**src/rtl/polar_dec_pkg.sv**
```systemverilog
// rtl/polar_dec_pkg.sv - shared constants, state type and layer base helper for the polar decoder
package polar_dec_pkg;

   localparam int ID_W    = 10;
   localparam int LAYER_W = 4;
   localparam int ADDR_W  = ID_W + 1;

   typedef enum logic {IDLE, ISSUE} state_t;

   // Tree memory stores layer l in the top 2**(l+1) words; the root layer wraps to address 0.
   function automatic logic [ADDR_W-1:0] layer_base(input logic [LAYER_W-1:0] l);
      logic [ADDR_W:0] span;
      logic [ADDR_W:0] neg;
      span = (ADDR_W+1)'(1) << ({1'b0, l} + (LAYER_W+1)'(1));
      neg  = (ADDR_W+1)'(0) - span;
      return neg[ADDR_W-1:0];
   endfunction

endpackage

```
**src/rtl/trailing_ones_enc.sv**
```systemverilog
// rtl/trailing_ones_enc.sv - combinational count of trailing ones of a bit index
import polar_dec_pkg::*;

module trailing_ones_enc #(
   parameter int IN_W  = ID_W,
   parameter int OUT_W = LAYER_W
) (
   input  logic [IN_W-1:0]  id,
   output logic [OUT_W-1:0] ones
);

   logic run;

   always_comb begin
      ones = '0;
      run  = 1'b1;
      for (int i = 0; i < IN_W; i++) begin
         if (run && id[i]) begin
            ones = ones + OUT_W'(1);
         end else begin
            run = 1'b0;
         end
      end
   end

endmodule

```
**src/rtl/psum_update_seq.sv**
```systemverilog
// rtl/psum_update_seq.sv - partial-sum update sequencer issuing one merge command per layer
import polar_dec_pkg::*;

module psum_update_seq (
   input  logic               clk,
   input  logic               rst_n,
   input  logic               flush,
   input  logic               in_valid,
   output logic               in_ready,
   input  logic [ID_W-1:0]    in_id,
   input  logic               in_bit,
   output logic               cmd_valid,
   input  logic               cmd_ready,
   output logic [LAYER_W-1:0] cmd_layer,
   output logic [ADDR_W-1:0]  cmd_base,
   output logic [ID_W:0]      cmd_len,
   output logic               cmd_bit,
   output logic               cmd_last,
   output logic               upd_done,
   output logic               frame_done
);

   state_t             state;
   logic [LAYER_W-1:0] end_layer;
   logic               id_is_last;
   logic [LAYER_W-1:0] in_ones;
   logic [LAYER_W-1:0] next_layer;

   trailing_ones_enc #(.IN_W(ID_W), .OUT_W(LAYER_W)) u_ones (
      .id   (in_id),
      .ones (in_ones)
   );

   assign next_layer = cmd_layer + LAYER_W'(1);

   always_ff @(posedge clk or negedge rst_n) begin
      if (!rst_n) begin
         state      <= IDLE;
         end_layer  <= '0;
         id_is_last <= 1'b0;
         in_ready   <= 1'b1;
         cmd_valid  <= 1'b0;
         cmd_layer  <= '0;
         cmd_base   <= '0;
         cmd_len    <= '0;
         cmd_bit    <= 1'b0;
         cmd_last   <= 1'b0;
         upd_done   <= 1'b0;
         frame_done <= 1'b0;
      end else if (flush) begin
         // Abort wins over any handshake in the same cycle and leaves no done pulse behind.
         state      <= IDLE;
         end_layer  <= '0;
         id_is_last <= 1'b0;
         in_ready   <= 1'b1;
         cmd_valid  <= 1'b0;
         cmd_layer  <= '0;
         cmd_base   <= '0;
         cmd_len    <= '0;
         cmd_bit    <= 1'b0;
         cmd_last   <= 1'b0;
         upd_done   <= 1'b0;
         frame_done <= 1'b0;
      end else begin
         upd_done   <= 1'b0;
         frame_done <= 1'b0;
         case (state)
            IDLE: begin
               if (in_valid) begin
                  state      <= ISSUE;
                  end_layer  <= in_ones;
                  id_is_last <= (in_id == '1);
                  in_ready   <= 1'b0;
                  cmd_valid  <= 1'b1;
                  cmd_layer  <= '0;
                  cmd_base   <= layer_base('0);
                  cmd_len    <= (ID_W+1)'(1);
                  cmd_bit    <= in_bit;
                  cmd_last   <= (in_ones == '0);
               end
            end
            ISSUE: begin
               if (cmd_ready) begin
                  if (cmd_last) begin
                     state      <= IDLE;
                     in_ready   <= 1'b1;
                     cmd_valid  <= 1'b0;
                     cmd_layer  <= '0;
                     cmd_base   <= '0;
                     cmd_len    <= '0;
                     cmd_bit    <= 1'b0;
                     cmd_last   <= 1'b0;
                     upd_done   <= 1'b1;
                     frame_done <= id_is_last;
                  end else begin
                     cmd_layer <= next_layer;
                     cmd_base  <= layer_base(next_layer);
                     cmd_len   <= {cmd_len[ID_W-1:0], 1'b0};
                     cmd_last  <= (next_layer == end_layer);
                  end
               end
            end
            default: state <= IDLE;
         endcase
      end
   end

endmodule

```
**config.mk**
```make
export PLATFORM = sky130hd
export DESIGN_NAME = psum_update_seq
export DESIGN_NICKNAME = d
export VERILOG_FILES = /design/src/rtl/polar_dec_pkg.sv /design/src/rtl/trailing_ones_enc.sv /design/src/rtl/psum_update_seq.sv
export SDC_FILE = /design/constraint.sdc
export NUM_CORES = 1
export LEC_CHECK = 0
export CORE_MARGIN = 4
export CORE_UTILIZATION = 48
export DETAILED_ROUTE_END_ITERATION = 10
export PLACE_DENSITY = 0.75
export SYNTH_ARGS = -nofsm -noshare
export SYNTH_HDL_FRONTEND = slang
export SYNTH_SLANG_ARGS = --single-unit
```
**constraint.sdc**
```tcl
create_clock -name clk -period 3.19 [get_ports clk]
set_clock_uncertainty 0.15 [all_clocks]
set_input_delay 0.319 -clock clk [delete_from_list [all_inputs] [get_ports clk]]
set_output_delay 0.319 -clock clk [all_outputs]
set_load 0.01 [all_outputs]
```
======== After elaboration in Yosys (flattened, before gate mapping) ========
Index checks and enable logic that the tools add are counted.
word-level totals
  flip-flop bits (word level) ............. 38
  input port bits ......................... 16
  output and inout bits ................... 32
  word-level logic and storage cells ...... 117
operators by class
  add/subtract/negate cells ............... 12
  equality and inequality tests ........... 6
  shift-type cells ........................ 1
  mux-type cells .......................... 71
  bitwise operators ....................... 1
  reduce and logical (&&, ||, !) cells .... 14
operators by type and width
  cell                                                                 number
  11-bit 2-to-1 mux                                                    8
  4-bit 2-to-1 mux                                                     16
  11-bit case mux with 2 select lines                                  2
  4-bit by 1-bit adder with 4-bit output, second input constant        10
  1-bit 2-to-1 mux                                                     39
  1-bit by 5-bit << shifter with 11-bit output, first input constant   1
  1-bit by 11-bit subtractor with 11-bit output, first input constant  1
  10-bit == test, second input constant                                1
  1-bit case mux with 2 select lines                                   5
  1-bit logical AND                                                    9
  3-bit inequality test, second input constant                         3
  4-bit case mux with 2 select lines                                   1
  4-bit by 1-bit adder with 5-bit output, second input constant        1
  4-bit == test                                                        1
  4-bit zero test                                                      1
  2-bit AND reduction                                                  2
  3-bit AND reduction                                                  1
  2-bit inequality test, second input constant                         1
  2-bit nonzero test                                                   1
  1-bit inverter                                                       1

======== Depth between registers and ports, before layout ========
Gate-level depths: netlist of the first run.
  word-level depth ........................ 23
  depth in mapped cells ................... 21
  depth with buffers taken out ............ 20

======== Cells and area by module ========
From an unflattened synthesis of the first run, not the netlist that was laid out.
second synthesis, totals
  cell total of the unflattened synthesis .. 282
  area total of the unflattened synthesis .. 2,593.7 µm²
by module, submodules not included
  module             instances  cells an instance  area an instance (µm²)  seq. area each (µm²)
  psum_update_seq    1          201                1,998.2                 952.2
  trailing_ones_enc  1          81                 595.6                   0.0

======== Worst setup path before layout of the first run ========
OpenSTA, ideal clock, no wires.
  kind .................................... input port to flip-flop
  start point ............................. input in_id[2]
  end point ............................... register cmd_last
  setup time .............................. 0.087 ns
  arrival ................................. 3.964 ns
  data required time ...................... 2.953 ns
  path slack .............................. -1.011 ns
  stages .................................. 21
  path buffers ............................ 1
  path through ............................ buf_6 inv_1 a21boi_0 ha_1 nand2_1 a31oi_1 ha_1 nand2_1 o21ai_0 o21a_1 ha_1 nor2b_1 nor3_1 o31ai_1 nand2_1 ha_1 nor4_1 a311oi_1 mux2_4 or4b_1 a22oi_1
between the ends
  word-level cells in the longest chain between the ends .. 20
  elaborated cells on any way between the ends .. 34
  those cells by class .................... add/sub (7); mux (18); reduce/logical (9)
RTL lines
  item                                                                                RTL line                                          RTL
  start, declared                                                                     psum_update_seq.sv:10                             input logic [ID_W-1:0] in_id,
  1-bit logical AND (*)                                                               trailing_ones_enc.sv:18                           if (run && id[i]) begin
  4-bit 2-to-1 mux / 1-bit 2-to-1 mux (equally long branches)                         trailing_ones_enc.sv:18
  4-bit by 1-bit adder with 4-bit output / 1-bit logical AND (equally long branches)  trailing_ones_enc.sv:19, trailing_ones_enc.sv:18
  4-bit 2-to-1 mux / 1-bit 2-to-1 mux (equally long branches)                         trailing_ones_enc.sv:18
  4-bit by 1-bit adder with 4-bit output / 1-bit logical AND (equally long branches)  trailing_ones_enc.sv:19, trailing_ones_enc.sv:18
  4-bit 2-to-1 mux / 1-bit 2-to-1 mux (equally long branches)                         trailing_ones_enc.sv:18
  4-bit by 1-bit adder with 4-bit output / 1-bit logical AND (equally long branches)  trailing_ones_enc.sv:19, trailing_ones_enc.sv:18
  4-bit 2-to-1 mux / 1-bit 2-to-1 mux (equally long branches)                         trailing_ones_enc.sv:18
  [... 4 more ...]                                                                    --
  4-bit by 1-bit adder with 4-bit output / 1-bit logical AND (equally long branches)  trailing_ones_enc.sv:19, trailing_ones_enc.sv:18
  4-bit 2-to-1 mux / 1-bit 2-to-1 mux (equally long branches)                         trailing_ones_enc.sv:18
  4-bit by 1-bit adder with 4-bit output / 1-bit logical AND (equally long branches)  trailing_ones_enc.sv:19, trailing_ones_enc.sv:18
  4-bit 2-to-1 mux (*)                                                                trailing_ones_enc.sv:18
  4-bit zero test (*)                                                                 psum_update_seq.sv:79                             cmd_last <= (in_ones == '0);
  1-bit 2-to-1 mux (*)                                                                psum_update_seq.sv:69                             if (in_valid) begin
  1-bit case mux with 2 select lines (*)                                              psum_update_seq.sv:67                             case (state)
  1-bit 2-to-1 mux (*)                                                                psum_update_seq.sv:50                             end else if (flush) begin
  end signal, assigned                                                                psum_update_seq.sv:79
  end signal, assigned                                                                psum_update_seq.sv:99                             cmd_last <= (next_layer == end_layer);
  end, declared                                                                       psum_update_seq.sv:18                             output logic cmd_last,
Every way passes the cells marked *; elsewhere a longest branch is shown, timed or not. The select of a mux whose other input is x is not followed.
A chain may end at the register's enable or synchronous reset.

======== Worst setup path after layout of the first run ========
  start point ............................. input in_id[0]
  end point ............................... register cmd_last
between the ends
  word-level cells in the longest chain between the ends .. 23
  elaborated cells on any way between the ends .. 41
  those cells by class .................... add/sub (9); mux (22); reduce/logical (10)
RTL lines
  item                                                                                RTL line
  1-bit 2-to-1 mux                                                                    trailing_ones_enc.sv:18
  4-bit by 1-bit adder with 4-bit output / 1-bit logical AND (equally long branches)  trailing_ones_enc.sv:19, trailing_ones_enc.sv:18
  4-bit 2-to-1 mux / 1-bit 2-to-1 mux (equally long branches)                         trailing_ones_enc.sv:18
  4-bit by 1-bit adder with 4-bit output / 1-bit logical AND (equally long branches)  trailing_ones_enc.sv:19, trailing_ones_enc.sv:18
  4-bit 2-to-1 mux / 1-bit 2-to-1 mux (equally long branches)                         trailing_ones_enc.sv:18
  4-bit by 1-bit adder with 4-bit output / 1-bit logical AND (equally long branches)  trailing_ones_enc.sv:19, trailing_ones_enc.sv:18
  4-bit 2-to-1 mux / 1-bit 2-to-1 mux (equally long branches)                         trailing_ones_enc.sv:18
  4-bit by 1-bit adder with 4-bit output / 1-bit logical AND (equally long branches)  trailing_ones_enc.sv:19, trailing_ones_enc.sv:18
  [... 7 more ...]                                                                    --
  4-bit by 1-bit adder with 4-bit output / 1-bit logical AND (equally long branches)  trailing_ones_enc.sv:19, trailing_ones_enc.sv:18
  4-bit 2-to-1 mux / 1-bit 2-to-1 mux (equally long branches)                         trailing_ones_enc.sv:18
  4-bit by 1-bit adder with 4-bit output / 1-bit logical AND (equally long branches)  trailing_ones_enc.sv:19, trailing_ones_enc.sv:18
  4-bit 2-to-1 mux (*)                                                                trailing_ones_enc.sv:18
  4-bit zero test (*)                                                                 psum_update_seq.sv:79
  1-bit 2-to-1 mux (*)                                                                psum_update_seq.sv:69
  1-bit case mux with 2 select lines (*)                                              psum_update_seq.sv:67
  1-bit 2-to-1 mux (*)                                                                psum_update_seq.sv:50
Marks and branches as above.

==> impl_results.rst, run 1 <==
.. list-table::
   :header-rows: 1

   * - Metric
     - Value
   * - Post-placement worst setup slack
     - -1.16 ns
   * - Number of filler cells placed in the layout
     - 439
   * - Top flip-flop cell by instance count after synthesis
     - dfrtp_1
   * - First-pass DRT Iterations
     - 4
   * - Root Buffer
     - clkbuf_8
   * - DRC
     - 0
   * - Number of DRC violations after detailed-routing iteration 0
     - roughly 250
   * - Total of endpoints with negative setup slack in the final report
     - 1
   * - Final critical-path setup slack
     - -0.364 ns
   * - Effective utilization at floorplan
     - 0.500
   * - FF+latch area
     - 953 um^2
   * - Via Count
     - a little under 3000
   * - Vert. Die Dim
     - roughly 84 um
   * - WL final
     - 8280 um
   * - Final hold slack
     - 0.349 ns
   * - Post-synthesis simple-gate area fraction
     - 0.238
   * - Netlist area before placement
     - ~2800 um^2
   * - Post-Synthesis Net Count
     - 353
   * - Post-route clock period utilization
     - 1.11
   * - Non-filler cells in the finished layout
     - 496
   * - CP cell instances
     - buf_6, a21boi_4, ha_4, nand2_4, a31oi_4, ha_4, nand2_4, o21ai_4, o21a_1, ha_4, nor2b_2, nor3_2, o31ai_2, nand2_1, ha_4, nor4_4, a311oi_1, mux2_4, or4b_1, a22oi_1
   * - Highest net fanout along the worst path
     - 3
   * - Final slew viol count
     - 0
   * - Post-synthesis mux area share
     - 0.0368
   * - Total of buffers placed on input and output ports
     - 47
   * - Depth of the CTS H-tree
     - 2
   * - Detailed-route wire length per cell
     - 16.7 um
   * - Compound-Gate Fraction of Synth Area
     - 0.233
   * - Async SR Flop Fraction
     - 1.00
   * - GR Overflow Total
     - 0
   * - Antenna diode instance count
     - 0
   * - Xor and xnor area share after synthesis
     - 0.0472
   * - P per Cell Area
     - around 320 nW/um^2
   * - Core area
     - roughly 5600 um^2
   * - Required time worst endpoint
     - around 3.3 ns
   * - Clock-pin slew on the worst setup and hold paths
     - ~0.08 ns
   * - Share of final-layout standard cells stronger than drive strength 1
     - 0.248
   * - Per-instance average area after synthesis
     - ~8.6 um^2
   * - Maximum number of pins on one net before global-route repair
     - 39
   * - Cell taking the most area after synthesis
     - dfrtp_1
   * - Area growth from synthesis to final layout
     - 43.0%
   * - CTS tree
     - done
   * - Fin crit period
     - ~3.6 ns
   * - Cell count after synthesis
     - 325
   * - Setup repair after global routing missed its margin
     - true
   * - Clock buffer count from CTS
     - 5
   * - Worst Path Buf+Inv
     - 1
   * - Die footprint
     - between 7000 and 8000 um^2
   * - Post-synthesis register bit count
     - 38
   * - Commonest cells after routing, fill and taps aside
     - buf_4, clkdlybuf4s50_1, nand2_1, dfrtp_1, nor2_1
   * - Final hold violation count
     - 0
   * - Arrival time of the worst setup path
     - ~3.6 ns
   * - Leakage power summed over all cells
     - 1.72 nW
   * - Synth Area in Adders
     - 0.0539
   * - Net count of the finished layout
     - 451
   * - Die Wd
     - roughly 84 um
   * - Global-route wire length before repair
     - between 10000 and 15000 um
   * - Count of flip-flops with a built-in enable after synthesis
     - 0
   * - Worst VDD drop
     - about 0.34 mV
   * - Total number of clock tree sinks
     - 38
   * - Dominant combinational cell family by area after synthesis
     - simple AND/OR/NAND/NOR gates
   * - Commonest non-fill, non-tap cell in the layout
     - buf_4
   * - Clock buffer depth
     - 2
   * - Violations in the final reports
     - negative setup slack
   * - Met3 routing resource usage after global routing
     - 0.0579
   * - Detailed placer's ending HPWL
     - 6070 um
   * - Unique cell type count in the Yosys netlist
     - 63
   * - Register area share after synthesis
     - 0.342
   * - Actual slew at the worst max-slew pin
     - around 0.84 ns
   * - Highest clock rate
     - approximately 280 MHz
   * - Cell occurring most often along the worst timing path
     - ha_4
   * - Number of standard-cell rows in the floorplan
     - 27
   * - Kind of end point of the critical path
     - flop
   * - Most utilized layer in the global route result
     - met2
   * - Kind of cell with the highest combined delay on the critical path
     - simple AND/OR/NAND/NOR gates
   * - Post-layout utilization of the core
     - 0.715
   * - Vias in the first global route
     - between 2000 and 3000
   * - Placed cell count
     - slightly below 500
   * - Top-Level Pins
     - 48
   * - Max-slew headroom at the worst pin
     - 0.441
   * - Vias per inst
     - between 5 and 6
   * - Number of antenna violations at the first check in global routing
     - 0
   * - Met1 track demand over resource
     - 0.301
   * - Met2 track demand over resource in global routing
     - 0.400
   * - Aggregate global-route resource usage
     - 0.236
   * - Antenna viol nets, final
     - 0
   * - Last weighted congestion value of the routability-driven placer
     - approximately 0.98
   * - Multi-input combinational cell area
     - about 1900 um^2
   * - Result of the run
     - finished, violations left
   * - Worst hold path type
     - flop to flop
   * - Area share of the largest cell type after synthesis
     - 0.332
   * - Largest stage delay on the critical path
     - 0.46 ns
   * - Worst skew pair latency
     - around 0.30 ns
   * - CP max stage cell
     - or4b_1
   * - Count of max-cap constraint violations
     - 0
   * - Worst Path Class, Setup
     - input port to flop
   * - Startpoint type of the worst setup path
     - input port
   * - Synthesis Warnings
     - 0
   * - Leading post-synthesis cells by cell area
     - dfrtp_1, ha_1, nand2_1
-- repair_timing --
item,in CTS,in global routing
setup buffers,4,2
hold buffers,1,0
pin swaps,13,13
gates resized for setup,30,17
hold endpoints to repair,7,0
endpoints found under the setup margin,5,5
-- logic make-up after synthesis --
group           Yosys count
compound gates           95
xor+xnor                 15
fa+ha+maj                12
buf+inv                  29
flops                    38
mux                       9
simple gates            127
-- metrics by stage --
stage | setup TNS, ns | instance area, um^2 | total power (W)
5_1_grt | -0.623 | 3980 | 0.00133
3_5_place_dp | -3.05 | 3680 | 0.000835
3_3_place_gp | -2.68 | 3680 | 0.000831
4_1_cts | -0.547 | 3890 | 0.00125
2_1_floorplan | -0.591 | 2810 | 0.000680
6_report | -0.364 | 3980 | 0.00127
-- cell type report --
type / count / share of cell area
multi-input cells: 258 / 0.468
repair buffers: 107 / 0.231
clock inverters: 1 / 0.00754
flip-flops and latches: 38 / 0.239
clock buffers: 7 / 0.0192
inverters: 13 / 0.0122
well taps: 72 / 0.0226
-- path summary, 6_finish.rpt --
path                                               start                  endpoint  slack [ns]  cells after the start
min in group asynchronous                          rst_n  end_layer[3]$_DFFE_PN0P_        0.50                      2
worst min-delay path             cmd_base[0]$_DFFE_PN0P_   cmd_base[0]$_DFFE_PN0P_        0.35                      2
max in group asynchronous                          rst_n  cmd_layer[0]$_DFFE_PN0P_        1.82                      2
worst max-delay path                            in_id[0]      cmd_last$_DFFE_PN0P_       -0.36                     20
worst min register to register   cmd_base[0]$_DFFE_PN0P_   cmd_base[0]$_DFFE_PN0P_        0.35                      2
worst max register to register  cmd_layer[1]$_DFFE_PN0P_   cmd_base[2]$_DFFE_PN0P_        0.05                     10
-- per-layer routing --
layer	wire, um	up-vias
met5	0	-
li1	-	1401
met1	3780	1388
met2	3920	93
met3	440	19
met4	134	0
-- Yosys cell counts, types with 3 or more instances --
| library cell | number |
|---|---|
| nand2_1 | 39 |
| dfrtp_1 | 37 |
| nor2_1 | 23 |
| a21oi_1 | 19 |
| o21ai_0 | 16 |
| inv_1 | 13 |
| a22o_1 | 12 |
| ha_1 | 12 |
| nor3_1 | 10 |
| clkbuf_1 | 9 |
| and2_1 | 8 |
| nand3_1 | 8 |
| xnor2_1 | 8 |
| xor2_1 | 7 |
| nor2b_1 | 6 |
| o22ai_1 | 6 |
| a31oi_1 | 5 |
| mux2i_1 | 5 |
| nand2b_1 | 5 |
| o31ai_1 | 5 |
| nand4_1 | 4 |
| o21a_1 | 4 |
| a211oi_1 | 3 |
| a311oi_1 | 3 |
| and3_1 | 3 |
| buf_6 | 3 |
| nand3b_1 | 3 |
| nor4_1 | 3 |
| o211ai_1 | 3 |
-- sequential cells by signal, indices dropped and copies added, names as in the netlist, 4 cells and up --
register and count:
cmd_base 11, cmd_layer 4, cmd_len 11, end_layer 4
-- power by group --
part | switching, W | internal [W] | total [W]
clock network | 0.000172 | 0.000234 | 0.000406
registers | 0.0000230 | 0.000506 | 0.000529
logic | 0.000166 | 0.000169 | 0.000335
total | 0.000361 | 0.000909 | 0.00127
-- worst register-to-register path, cell delays in order (launching register included) --
cell,delay [ns]
dfrtp_1,0.51
ha_2,0.38
xnor2_1,0.15
o21ai_1,0.28
xor2_1,0.14
nor2_1,0.21
nand2_1,0.12
ha_1,0.23
or4_1,0.54
a31oi_1,0.22
nor3_1,0.08
Note: power is estimated with default switching activity, not from simulation.
==> run 2: changes to the inputs <==
--- a/config.mk
+++ b/config.mk
@@ -5,8 +5,9 @@
 export SDC_FILE = /design/constraint.sdc
 export NUM_CORES = 1
 export LEC_CHECK = 0
-export CORE_MARGIN = 4
+export ABC_CLOCK_PERIOD_IN_PS = 3190
 export CORE_UTILIZATION = 48
+export CTS_CLUSTER_SIZE = 25
 export DETAILED_ROUTE_END_ITERATION = 10
 export PLACE_DENSITY = 0.75
 export SYNTH_ARGS = -nofsm -noshare
==> impl_results.rst, run 2 (synthesized netlist as in run 1, its figures left out) <==
.. list-table::
   :header-rows: 1

   * - Metric
     - Value
   * - Max-slew headroom at the worst pin
     - 0.439 (-0.00251)
   * - Arrival time of the worst setup path
     - 3.61 ns (-0.02 ns)
   * - Detailed placer's ending HPWL
     - 6070 um (about the same)
   * - Commonest cells after routing, fill and taps aside
     - buf_4, clkdlybuf4s50_1, dfrtp_1
   * - Setup repair after global routing missed its margin
     - true
   * - Leakage power summed over all cells
     - 1.74 nW (+0.99%)
   * - Final critical-path setup slack
     - -0.360 ns (+0.00458 ns)
   * - Multi-input combinational cell area
     - 1910 um^2 (+2.3%)
   * - Worst Path Class, Setup
     - input port to flop
   * - Aggregate global-route resource usage
     - 0.286 (+0.0500)
   * - Antenna viol nets, final
     - 0 (unchanged)
   * - Commonest non-fill, non-tap cell in the layout
     - buf_4
   * - Total number of clock tree sinks
     - 38 (unchanged)
   * - First-pass DRT Iterations
     - 4 (unchanged)
   * - Root Buffer
     - clkbuf_8
   * - Worst skew pair latency
     - 0.29 ns (about the same)
   * - Vias per inst
     - 5.85 (about the same)
   * - DRC
     - 0 (unchanged)
   * - Net count of the finished layout
     - 455 (+0.89%)
   * - Startpoint type of the worst setup path
     - input port
   * - Placed cell count
     - 482 (+0.21%)
   * - WL final
     - 8290 um (+0.19%)
   * - Number of antenna violations at the first check in global routing
     - 0 (unchanged)
   * - CTS tree
     - done
   * - Final hold violation count
     - 24 (+24)
   * - Result of the run
     - finished, violations left
   * - Share of final-layout standard cells stronger than drive strength 1
     - 0.266 (+0.0187)
   * - Total of endpoints with negative setup slack in the final report
     - 2 (+1)
   * - Final hold slack
     - -0.0278 ns (-0.377 ns)
   * - Number of filler cells placed in the layout
     - 453 (+3.2%)
   * - Antenna diode instance count
     - 0 (unchanged)
   * - Last weighted congestion value of the routability-driven placer
     - 0.907 (-7.2%)
   * - Kind of end point of the critical path
     - flop
   * - Non-filler cells in the finished layout
     - 500 (+0.81%)
   * - Highest net fanout along the worst path
     - 4 (+1)
   * - Post-layout utilization of the core
     - 0.728 (+0.0136)
   * - Required time worst endpoint
     - 3.25 ns (about the same)
   * - Vias in the first global route
     - 2814 (-1.6%)
   * - Actual slew at the worst max-slew pin
     - 0.842 ns (+0.00376 ns)
   * - Clock buffer count from CTS
     - 5 (unchanged)
   * - Number of standard-cell rows in the floorplan
     - 27 (unchanged)
   * - Total of buffers placed on input and output ports
     - 47 (unchanged)
   * - Die Wd
     - 78.2 um (-7.1%)
   * - Global-route wire length before repair
     - 13700 um (-0.50%)
   * - Count of max-cap constraint violations
     - 0 (unchanged)
   * - Via Count
     - 2925 (+0.83%)
   * - Highest clock rate
     - 282 MHz (+0.13%)
   * - Detailed-route wire length per cell
     - 16.6 um (-0.61%)
   * - Worst hold path type
     - input port to asynchronous set/reset pin
   * - Fin crit period
     - 3.55 ns (-0.00458 ns)
   * - Violations in the final reports
     - negative hold slack, negative setup slack
   * - Post-route clock period utilization
     - 1.11 (-0.00143)
   * - Effective utilization at floorplan
     - 0.503 (+0.00305)
   * - Number of DRC violations after detailed-routing iteration 0
     - 234 (-5.3%)
   * - Clock buffer depth
     - 2 (unchanged)
   * - Worst VDD drop
     - 0.216 mV (-37%)
   * - Depth of the CTS H-tree
     - 2 (unchanged)
   * - GR Overflow Total
     - 0 (unchanged)
   * - Clock-pin slew on the worst setup and hold paths
     - 0.08 ns (about the same)
   * - P per Cell Area
     - 297 nW/um^2 (-7.0%)
   * - Largest registers ranked by flip-flop count
     - cmd_base: 11 flops, cmd_len: 11 flops
   * - Vert. Die Dim
     - 78.2 um (-7.1%)
   * - Die footprint
     - 6110 um^2 (-14%)
   * - Maximum number of pins on one net before global-route repair
     - 39 (unchanged)
   * - Top-Level Pins
     - 48 (unchanged)
   * - Final slew viol count
     - 0 (unchanged)
   * - Core area
     - 5540 um^2 (-0.61%)
   * - Area growth from synthesis to final layout
     - 44.9%
   * - FF+latch area
     - 952 um^2 (-0.13%)
-- run 2: cell type report --
cell class	instances	share of cell area
flip-flops and latches	38	0.236
well taps	72	0.0223
clock buffers	7	0.0189
clock inverters	1	0.00186
multi-input cells	258	0.473
inverters	13	0.0121
repair buffers	111	0.236
-- run 2: final timing paths --
kind	to	depth (start not counted)	start	slack, ns
setup / recovery	cmd_last$_DFFE_PN0P_	18	in_id[4]	-0.36
hold / removal	end_layer[2]$_DFFE_PN0P_	1	rst_n	-0.03
setup reg to reg	cmd_base[2]$_DFFE_PN0P_	11	cmd_layer[1]$_DFFE_PN0P_	0.21
hold reg to reg	cmd_base[0]$_DFFE_PN0P_	2	cmd_base[0]$_DFFE_PN0P_	0.34
max in group asynchronous	cmd_base[4]$_DFFE_PN0P_	1	rst_n	2.37
min in group clk	cmd_base[0]$_DFFE_PN0P_	2	cmd_base[0]$_DFFE_PN0P_	0.34
-- run 2: repair_timing --
action | CTS | global route
hold endpoints to repair | 0 | 0
hold buffers | 0 | 0
setup endpoints to repair | 4 | 5
resized for setup | 42 | 16
buffers inserted | 12 | 2
pin swaps | 16 | 14
-- run 2: metal layers --
layer  track usage  up-vias  wire length [um]
met5             0        -                 0
met4        0.0667        0               106
met1         0.388     1411              3720
met3        0.0477       13               414
met2         0.476       99              4040
li1              -     1402                 -
-- run 2: stage by stage --
stage	setup WS [ns]	TNS (ns)	power, W	instance area (um^2)
finish	-0.360	-0.450	0.00120	4040
global route	-0.498	-0.762	0.00126	4040
CTS	-0.570	-0.681	0.00118	3940
detailed placement	-1.20	-3.24	0.000834	3680
global placement	-1.04	-2.79	0.000830	3680
floorplan	-0.591	-0.591	0.000680	2810
-- run 2: power breakdown --
part | internal, W | switching [W]
sequential | 0.000506 | 0.0000235
clock | 0.000155 | 0.000166
combinational | 0.000175 | 0.000171
total | 0.000836 | 0.000361
-- run 2: critical path, stage by stage --
cell	delay, ns
dlygate4sd2_1	0.29
o21ai_0	0.28
a21boi_2	0.13
ha_4	0.27
nand2_4	0.07
o21ai_4	0.06
o21a_1	0.23
ha_4	0.24
nor2b_4	0.11
nor3_2	0.06
o31ai_2	0.07
nand2_1	0.14
ha_4	0.19
nor4_4	0.17
a311oi_1	0.09
mux2_4	0.27
or4b_1	0.46
a22oi_1	0.17
==> run 3: changes to the inputs <==
--- a/config.mk
+++ b/config.mk
@@ -5,11 +5,13 @@
 export SDC_FILE = /design/constraint.sdc
 export NUM_CORES = 1
 export LEC_CHECK = 0
+export ABC_AREA = 1
 export ABC_CLOCK_PERIOD_IN_PS = 3190
-export CORE_UTILIZATION = 48
+export CORE_UTILIZATION = 47
 export CTS_CLUSTER_SIZE = 25
 export DETAILED_ROUTE_END_ITERATION = 10
 export PLACE_DENSITY = 0.75
 export SYNTH_ARGS = -nofsm -noshare
 export SYNTH_HDL_FRONTEND = slang
 export SYNTH_SLANG_ARGS = --single-unit
+export TNS_END_PERCENT = 50
==> impl_results.rst, run 3 <==
.. list-table::
   :header-rows: 1

   * - Metric
     - Value
   * - Die footprint
     - 5590 um^2 (-8.5%)
   * - P per Cell Area
     - 387 nW/um^2 (+30%)
   * - Effective utilization at floorplan
     - 0.487 (-0.0154)
   * - Commonest cells after routing, fill and taps aside
     - nand2_1, inv_1, clkdlybuf4s50_1
   * - Number of DRC violations after detailed-routing iteration 0
     - 125 (-47%)
   * - Aggregate global-route resource usage
     - 0.219 (-0.0672)
   * - Root Buffer
     - clkbuf_8
   * - Result of the run
     - completed
   * - Max-slew headroom at the worst pin
     - 0.436 (-0.00320)
   * - Kind of end point of the critical path
     - flop
   * - Global-route wire length before repair
     - 9320 um (-32%)
   * - CP cell instances
     - clkdlybuf4s50_1, nand2_2, nor2_4, inv_1, nand2_1, inv_1, ha_1, nand2_1, nand3_2, nand2_2, ha_1, nand3_1, nand2_1, inv_1, nand2_1, ha_1, nand2_1, inv_1, nand3_1, nand3_1, nor2_1, nand3_1, a21oi_2
   * - Leakage power summed over all cells
     - 1.68 nW (-3.4%)
   * - R2r setup slk
     - 0.28 ns (+0.07 ns)
   * - Commonest non-fill, non-tap cell in the layout
     - nand2_1
   * - Cell taking the most area after synthesis
     - dfrtp_1
   * - Kind of cell with the highest combined delay on the critical path
     - simple AND/OR/NAND/NOR gates
   * - Final slew viol count
     - 0 (unchanged)
   * - DRC
     - 0 (unchanged)
   * - Critical path endpoint
     - cmd_last$_DFFE_PN0P_
   * - Per-instance average area after synthesis
     - 7.11 um^2 (-17%)
   * - Clock buffer depth
     - 2 (unchanged)
   * - Share of final-layout standard cells stronger than drive strength 1
     - 0.0998 (-0.167)
   * - Last weighted congestion value of the routability-driven placer
     - 0.922 (+1.6%)
   * - Net count of the finished layout
     - 438 (-3.7%)
   * - Post-synthesis register bit count
     - 38 (unchanged)
   * - Highest clock rate
     - 337 MHz (+20%)
   * - R2r startpoint
     - cmd_layer[0]$_DFFE_PN0P_
   * - Vert. Die Dim
     - 74.8 um (-4.4%)
   * - Netlist area before placement
     - 2490 um^2 (-11%)
   * - CTS tree
     - done
   * - Cell count after synthesis
     - 350 (+7.7%)
   * - Worst hold path type
     - flop to flop
   * - Final critical-path setup slack
     - 0.221 ns (+0.581 ns)
   * - Vias in the first global route
     - 2184 (-22%)
   * - Total of endpoints with negative setup slack in the final report
     - 0 (-2)
   * - Final hold violation count
     - 0 (-100%)
   * - Detailed-route wire length per cell
     - 12.6 um (-24%)
   * - Top post-synthesis cells by count
     - nand2_1, inv_1, dfrtp_1
   * - Area share of the largest cell type after synthesis
     - 0.372 (+0.0396)
   * - Detailed placer's ending HPWL
     - 4380 um (-28%)
   * - Antenna diode instance count
     - 0 (unchanged)
   * - Post-route clock period utilization
     - 0.931 (-0.182)
   * - Synthesis Warnings
     - 0 (unchanged)
   * - Async SR Flop Fraction
     - 1.00 (unchanged)
   * - Number of filler cells placed in the layout
     - 461 (+1.8%)
   * - Worst Path Class, Setup
     - input port to flop
   * - R2r worst-path depth
     - 16 (+5)
   * - Worst skew pair latency
     - 0.30 ns (about the same)
   * - Worst setup path startpoint
     - in_id[3]
   * - WL final
     - 6050 um (-27%)
   * - Worst Path Buf+Inv
     - 5 (+4)
   * - Actual slew at the worst max-slew pin
     - 0.846 ns (+0.00480 ns)
   * - Post-layout utilization of the core
     - 0.644 (-0.0848)
   * - Count of max-cap constraint violations
     - 0 (unchanged)
   * - Core area
     - 5110 um^2 (-7.8%)
   * - Total of buffers placed on input and output ports
     - 47 (unchanged)
   * - Required time worst endpoint
     - 3.27 ns (+0.02 ns)
   * - Number of standard-cell rows in the floorplan
     - 26 (-3.7%)
   * - Antenna viol nets, final
     - 0 (unchanged)
   * - Cell occurring most often along the worst timing path
     - nand2_1
   * - Placed Area
     - 3090 um^2 (-16%)
   * - GR Overflow Total
     - 0 (unchanged)
   * - Highest net fanout along the worst path
     - 4 (unchanged)
   * - Vias per inst
     - 5.18 (-11%)
   * - Number of antenna violations at the first check in global routing
     - 0 (unchanged)
   * - Worst r2r dst
     - cmd_base[6]$_DFFE_PN0P_
   * - First-pass DRT Iterations
     - 5 (+1)
   * - Maximum number of pins on one net before global-route repair
     - 39 (unchanged)
   * - Post-Synthesis Net Count
     - 378 (+7.1%)
   * - Clock buffer count from CTS
     - 5 (unchanged)
   * - Startpoint type of the worst setup path
     - input port
   * - Number of stages on the worst setup path
     - 23 (+5)
   * - Register area share after synthesis
     - 0.383 (+0.0407)
   * - Count of flip-flops with a built-in enable after synthesis
     - 0 (unchanged)
   * - Top flip-flop cell by instance count after synthesis
     - dfrtp_1
   * - Unique cell type count in the Yosys netlist
     - 34 (-46%)
   * - Die Wd
     - 74.8 um (-4.4%)
   * - Clock-pin slew on the worst setup and hold paths
     - 0.08 ns (about the same)
   * - Leading post-synthesis cells by cell area
     - dfrtp_1, nand2_1, inv_1
   * - Total number of clock tree sinks
     - 38 (unchanged)
   * - CP max stage cell
     - clkdlybuf4s50_1
   * - Final instance area
     - 3290 um^2 (-19%)
   * - Via Count
     - 2492 (-15%)
   * - Post-placement worst setup slack
     - -0.310 ns (+0.888 ns)
   * - Top-Level Pins
     - 48 (unchanged)
   * - Depth of the CTS H-tree
     - 2 (unchanged)
   * - Worst VDD drop
     - 0.255 mV (+18%)
   * - Largest registers ranked by flip-flop count
     - cmd_base: 11 flops, cmd_len: 11 flops
   * - Arrival time of the worst setup path
     - 3.05 ns (-0.56 ns)
   * - Largest stage delay on the critical path
     - 0.47 ns (about the same)
   * - Setup tns final
     - 0 ns (+0.450 ns)
   * - Fin crit period
     - 2.97 ns (-0.581 ns)
   * - Final hold slack
     - 0.335 ns (+0.362 ns)
   * - Cell with the most instances after synthesis
     - nand2_1
   * - Area growth from synthesis to final layout
     - 32.1%
## run 3: cell count changes in the layout (fill, tap and decap cells not counted), moves of 6 or more
cell / change
nand2_1: +73
buf_4: -50
nand3_1: +21
a21oi_1: -7
xnor2_1: -6
a22o_1: -10
and2_1: -6
inv_1: +39
xor2_1: -6
nor3_1: -6
## run 3: metal layers
| layer | vias up | GRT usage | wire, um | share of wire |
|---|---|---|---|---|
| met3 | 11 | 0.0388 | 205 | 0.034 |
| met2 | 56 | 0.382 | 3050 | 0.50 |
| met1 | 1174 | 0.266 | 2680 | 0.44 |
| met4 | 0 | 0.0901 | 119 | 0.020 |
| met5 | - | 0 | 0 | 0 |
| li1 | 1251 | - | - | - |
## run 3: how the worst min path moves through the flow
stage,start,endpoint,slack [ns],cells after the start
floorplan,rst_n,cmd_base[0]$_DFFE_PN0P_,-0.13,0
global placement,cmd_base[8]$_DFFE_PN0P_,cmd_base[8]$_DFFE_PN0P_,0.31,2
detailed placement,cmd_base[8]$_DFFE_PN0P_,cmd_base[8]$_DFFE_PN0P_,0.32,2
CTS,cmd_base[8]$_DFFE_PN0P_,cmd_base[8]$_DFFE_PN0P_,0.34,2
global route,cmd_base[5]$_DFFE_PN0P_,cmd_base[5]$_DFFE_PN0P_,0.36,2
finish,cmd_base[6]$_DFFE_PN0P_,cmd_base[6]$_DFFE_PN0P_,0.33,2
## run 3: area by class of cell
class,count,area (um^2),share of cell area
Tap cell,70,87.6,0.0266
Multi-Input combinational cell,255,1350,0.411
Timing Repair Buffer,59,566,0.172
Clock buffer,5,68.8,0.0209
Sequential cell,38,952,0.290
Clock inverter,3,68.8,0.0209
Inverter,51,191,0.0582
## run 3: power by group
group          switching (W)  total (W)  internal, W
sequential         0.0000223   0.000530     0.000508
combinational       0.000128   0.000236     0.000107
clock               0.000192   0.000506     0.000314
total               0.000343    0.00127     0.000929
## run 3: worst register-to-register path, stage by stage (launching register included)
cell     delay (ns)
dfrtp_1        0.50
ha_1           0.29
inv_1          0.08
nand2_1        0.05
nand2_1        0.16
nand3_1        0.21
xnor2_2        0.39
nand2_1        0.17
ha_2           0.25
inv_1          0.09
nor2_2         0.06
nand2_1        0.09
o21ai_1        0.07
nand3_1        0.08
nand2_1        0.06
nand2_1        0.07
nand2_1        0.04
## run 3: cells by family after synthesis
kind of cell,count (synthesis),synth area share
flip-flops,38,0.383
AND/OR/NAND/NOR,187,0.323
XOR/XNOR,6,0.0302
adder cells (fa/ha/maj),12,0.0603
AO/OA/AOI/OAI,50,0.118
buffers and inverters,57,0.0860
## run 3: repair_timing
item                       in CTS  in global routing
resized for setup               1                 12
hold buffers                    1                  0
buffers inserted                0                  2
pin swaps                       0                  9
gates cloned                    0                  0
hold endpoints to repair        6                  0
setup endpoints to repair       1                  4
## run 3: through the flow
step / power [W] / std cells
after floorplan: 0.000653 / 350
after global placement: 0.000763 / 470
after detailed placement: 0.000768 / 470
after CTS: 0.00127 / 479
after global routing: 0.00133 / 481
final: 0.00127 / 481
